### config.mk
export PLATFORM = sky130hd
export DESIGN_NAME = pc_seq_ctrl
export DESIGN_NICKNAME = d
export VERILOG_FILES = /design/src/rtl/pc_seq_ctrl.sv
export SDC_FILE = /design/constraint.sdc
export NUM_CORES = 1
export LEC_CHECK = 0
export BUFFER_PORTS_ARGS = -buffer_cell sky130_fd_sc_hd__buf_2
export CORE_UTILIZATION = 30
export DETAILED_ROUTE_END_ITERATION = 6
export GPL_TIMING_DRIVEN = 1
export MAX_ROUTING_LAYER = met4
export PLACE_DENSITY = 0.72
export RECOVER_POWER = 50
export SETUP_SLACK_MARGIN = 0.3
export SLEW_MARGIN = 30
export SYNTH_ARGS = -nofsm -noshare
export SYNTH_HDL_FRONTEND = slang
export SYNTH_SLANG_ARGS = --single-unit
### constraint.sdc
create_clock -name clk -period 1.2 [get_ports clk]
set_input_delay 0.12 -clock clk [delete_from_list [all_inputs] [get_ports clk]]
set_output_delay 0.12 -clock clk [all_outputs]
set_load 0.05 [all_outputs]
### src/rtl/pc_seq_ctrl.sv
// pc_seq_ctrl
// Fetch sequencer for the program counter of the 3-stage pipeline.
// Each cycle it resolves run/halt, hazard stalls and taken branches into
// one PC action: increment, load, or hold. Increment and load are never
// strobed in the same cycle.
//
// Optional feature macro: PCSEQ_BRCNT_EN
//   defined   - br_count counts accepted branches and saturates at 16'hFFFF
//   undefined - no counter register, br_count is tied to zero
//
// Ports
//   clk          in   rising-edge clock
//   clear        in   asynchronous active-high reset
//   run          in   start / resume request (a rising edge leaves HALT)
//   stall        in   datapath hazard, hold the PC this cycle
//   br_req       in   taken branch resolved this cycle
//   br_target    in   [N] branch destination, valid with br_req
//   halt_req     in   HALT instruction decoded
//   ipc          out  PC increment strobe
//   lpc          out  PC load strobe
//   pc_load_val  out  [N] value for the PC load port (zero unless lpc)
//   flush        out  kill the instructions in fetch and decode
//   fetch_valid  out  the instruction fetched this cycle is valid
//   state        out  [2] current FSM state, for debug
//   br_count     out  [16] taken-branch count
module pc_seq_ctrl #(
    parameter int N = 8
) (
    input  logic         clk,
    input  logic         clear,
    input  logic         run,
    input  logic         stall,
    input  logic         br_req,
    input  logic [N-1:0] br_target,
    input  logic         halt_req,
    output logic         ipc,
    output logic         lpc,
    output logic [N-1:0] pc_load_val,
    output logic         flush,
    output logic         fetch_valid,
    output logic [1:0]   state,
    output logic [15:0]  br_count
);

    typedef enum logic [1:0] {
        IDLE     = 2'b00,
        FETCH    = 2'b01,
        REDIRECT = 2'b10,
        HALT     = 2'b11
    } state_t;

    state_t state_q;
    state_t state_d;
    logic   run_q;

    // State register plus the previous value of run, used to detect the
    // rising edge of run that is the only way out of HALT.
    always_ff @(posedge clk or posedge clear) begin
        if (clear) begin
            state_q <= IDLE;
            run_q   <= 1'b0;
        end else begin
            state_q <= state_d;
            run_q   <= run;
        end
    end

    // Next-state and strobe decode. In FETCH a branch beats a halt, which
    // beats a stall; REDIRECT is a one-cycle bubble that ignores all
    // requests while the target is read.
    always_comb begin
        state_d     = state_q;
        ipc         = 1'b0;
        lpc         = 1'b0;
        flush       = 1'b0;
        fetch_valid = 1'b0;
        pc_load_val = '0;
        case (state_q)
            IDLE: begin
                if (run) state_d = FETCH;
            end
            FETCH: begin
                if (br_req) begin
                    lpc         = 1'b1;
                    flush       = 1'b1;
                    pc_load_val = br_target;
                    state_d     = REDIRECT;
                end else if (halt_req) begin
                    flush   = 1'b1;
                    state_d = HALT;
                end else if (!stall) begin
                    ipc         = 1'b1;
                    fetch_valid = 1'b1;
                end
            end
            REDIRECT: begin
                flush   = 1'b1;
                state_d = FETCH;
            end
            HALT: begin
                if (run && !run_q) state_d = FETCH;
            end
            default: state_d = IDLE;
        endcase
    end

    assign state = state_q;

`ifdef PCSEQ_BRCNT_EN
    logic        br_taken;
    logic [15:0] br_cnt_q;

    assign br_taken = (state_q == FETCH) && br_req;

    // Saturating count of accepted branches; only clear resets it.
    always_ff @(posedge clk or posedge clear) begin
        if (clear) begin
            br_cnt_q <= 16'h0000;
        end else if (br_taken && (br_cnt_q != 16'hFFFF)) begin
            br_cnt_q <= br_cnt_q + 16'd1;
        end
    end

    assign br_count = br_cnt_q;
`else
    assign br_count = 16'h0000;
`endif

endmodule

[After elaboration in Yosys (flattened, before gate mapping)]
Index checks and enable logic that the tools add are counted.
Word-level totals
  ROM bits: 0
  bits in latches: 0
  logic and storage cells: 28
  RAM bits: 0
  memories kept: 0
  input bits: 14
  bits in registers: 3
  output and inout port bits: 30
Operators by class
  $add $sub $neg: 0
  eq/ne operators: 6
  divide/modulo/power cells: 0
  $mul: 0
  reductions and logical operators: 4
  magnitude comparators: 0
  shift operators: 0
  bitwise logic cells: 0
  mux-type cells: 16
Operators by type and width (number)
  $mux W8: 2
  $mux W1: 8
  $mux W2: 4
  $pmux W2 S4: 1
  $eq A2 B2 Y1 const B: 2
  $ne A2 B2 Y1 const B: 2
  $ne A3 B3 Y1 const B: 1
  $reduce_and A3 Y1: 1
  $eq A2 B1 Y1 const B: 1
  $logic_not A2 Y1: 1
  $pmux W1 S2: 1
  $logic_and A1 B1 Y1: 1
  $logic_not A1 Y1: 1

[Depth between registers and ports, before layout]
  depth after elaboration: 4
  gate-level depth with buffers: 5
  depth with buffers taken out: 5

[Worst setup path after synthesis]
Ideal clock, no wire load.
  path kind: register -> output
  start point: register state_q[1], in the netlist state[1]
  end point: output ipc
  buffers on the path: 1
  data required time: 1.080 ns
  stages on the path, launching flop included: 6
  arrival time: 3.083 ns
  setup slack: -2.003 ns
  path through: dfrtp_1 inv_1 ha_1 inv_2 nor4_1 buf_4
Between the ends
  cells in the longest elaborated chain, start to end: 2
RTL lines
  from (decl): line 52  | state_t state_q;
  from (signal assigned): line 63  | state_q <= state_d;
  $eq A2 B1 Y1
  $mux W1
  to (decl): line 36  | output logic ipc,
Every way passes these cells.

[Final worst setup path]
  start point: register state_q[0], in the netlist state[0]
  end point: output flush
Between the ends
  cells in the longest elaborated chain, start to end: 2
  elaborated cells on any way between the ends: 3
  classes of those cells: eq/ne (2); mux (1)
RTL lines
  $eq A2 B2 Y1 / $eq A2 B1 Y1 (equally long branches): line 78  | case (state_q)
  $pmux W1 S2 *: line 78
  to (decl): line 39  | output logic flush,
Mark *: on every way between the ends. The rest lies on a longest branch, timed or not.

==> results.cfg <==
[critical_path]
crit_path_cell_trace = ha_4, o21a_1, o21a_4, buf_6
crit_family = flip-flops
startpoint_type = flop
arrival_ns = 1.38
critPathMaxFanout = 5
critical_path_depth = 4
cp_slowest_stage_delay_ns = 0.51
end_kind = primary output
crit_type = reg -> out
critPathBufInv = 1
ff2ff_setup_slack_ns = -0.09
required_ns = 1.08
reg2reg_depth = 5
critPathSlowestCell = dfrtp_4

[final_layout]
final_cell_mix = conb_1 (16), buf_2 (12), buf_6 (11)
n_antenna_cell = 0
nets = 105
fill_cells = 125
drive_above_1_share_pct = 63.53
final_common_cell = conb_1
syn2layout_area_growth_pct = 72.75

[die]
dieArea_um2 = 1594
rows = 13
start_util_pct = 32.76
fp.dieH_um = 39.93
die_w_um = 39.93
ioPinCount = 44
core_um2 = 1318

[timing]
rsz0062_at_grt = yes
fmax_mhz = 668.9
drv_slew = 0
post-route-min-period_ns = 1.495
fin_ws_ns = -0.2951
fin_crit_sh_pct = 124.6
setup_viol = 15
hold_viol = 0
setup_tns_ns = -3.029
skew_ns = 0.003311

[pwr]
p_total_mw = 1.856
p_per_area_nw_per_um2 = 2489
vdd_drop_max_uv = 1570
leakagePower_nw = 0.3996

[global_route]
grt_max_degree = 14
track_usage_pct = 13.08
grt_antenna_before_repair = 0
grt-ovfl-total = 0
grt_pass1_vias = 352
grt_pass1_wl_um = 1380

[routing]
vias = 411
drtAntennaViolNets = 0
dr.pass1.iters = 4
wirelength_um = 930
viasPerCell = 4.110
drtIter0Drc = 2
drc = 0
post_drt_wl_per_cell_um = 9.300

[clock_tree]
clk_pin_slew_ns = 0.04
cts_tree = built
h-tree-depth = 1
root_buffer = clkbuf_4
cts_sinks = 3
cts_made_buffers = 3
cts_max_path_buffers = 2
clock_latency_ns = 0.23

[synthesis]
synth_area_um2 = 431.7
ys_seq_area_share_pct = 17.39
syn_inst = 51
synth.distinct_cells = 16
synth_seq_cells = 3
synth_area_per_cell_um2 = 8.464
synth_warnings = 0

[hold_path]
whs_path_depth = 1
hp-class = in -> reg

[status]
violations = negative setup slack
status = complete, but fails checks

[place]
gp_routability_congestion = 0.6888
port_buffers = 27
dp_hpwl_um = 703.5

[job]
drv_cap = 0
power breakdown:
| group | switching [mW] | internal (mW) |
|---|---|---|
| Combinational | 0.884 | 0.602 |
| Sequential | 0.0518 | 0.147 |
| Clock | 0.0465 | 0.124 |
| Total | 0.982 | 0.874 |
worst reg2reg max path: stages (launching register included):
cell and delay (ns):
dfrtp_4 0.51, inv_2 0.09, ha_2 0.17, nand2b_1 0.09
o21a_1 0.13, a22oi_1 0.19
per-stage QoR:
step	instances	setup WS (ns)	hold slack, ns	instance area, um^2	utilization (%)
final	100	-0.2951	0.04402	745.7	56.60
after floorplan	66	-0.6036	-0.1264	561.8	-
after global placement	92	-0.09440	-0.01608	594.3	45.11
after global routing	100	-0.3445	0.05158	745.7	56.60
after CTS	99	-0.3036	0.02856	735.7	55.84
after detailed placement	92	-0.1106	-0.01312	594.3	45.11
cell usage after synthesis:
cell	instances	area [um^2]
a22oi_1	1	7.510
a32oi_1	1	8.760
and2_1	1	6.260
and3_1	8	50.05
buf_2	1	5.000
buf_4	17	127.6
conb_1	1	3.750
dfrtp_1	3	75.07
ha_1	5	62.56
inv_1	4	15.01
inv_2	1	3.750
nand2b_1	1	6.260
nor2b_4	1	13.76
nor4_1	1	6.260
o21a_1	3	22.52
o221ai_1	2	17.52
logic make-up after synthesis:
kind of cell	synth area share, %
flip-flops	17.39
AND/OR/NAND/NOR	19.13
buffers and inverters	35.07
AO/OA/AOI/OAI	13.04
adder cells (fa/ha/maj)	14.49
other	0.8687
per-layer routing:
metal	vias to the layer above	routed length, um	GRT usage, %
met4	0	0	5.172
met3	0	77	0.5556
met2	30	523	25.81
met5	-	0	-
li1	207	-	-
met1	174	329	13.13
layout make-up:
| cell class | count | area (um^2) | share of cell area [%] |
|---|---|---|---|
| repair buffers | 33 | 272.8 | 36.58 |
| flip-flops and latches | 3 | 80.08 | 10.74 |
| clock buffers | 4 | 26.28 | 3.523 |
| multi-input cells | 40 | 324.1 | 43.46 |
| inverters | 5 | 23.77 | 3.188 |
| well taps | 15 | 18.77 | 2.517 |
path summary, 6_finish.rpt:
kind,startpoint,endpoint
hold / removal,run,run_q
hold reg to reg,state[1],state[1]
min in group asynchronous,clear,run_q
setup / recovery,state[0],flush
setup reg to reg,state[0],state[1]
max in group asynchronous,clear,state[1]
what timing repair did:
action	in CTS	in global routing
hold buffers	1	0
endpoints found under the hold margin	3	0
setup buffers	2	1
endpoints found under the setup margin	16	16
gates resized for setup	29	1
pin swaps	1	1
flip-flops by register name (all words and copies together) (netlist names):
signal,cells
state,2
run_q,1
(Power assumes the default switching activity.)
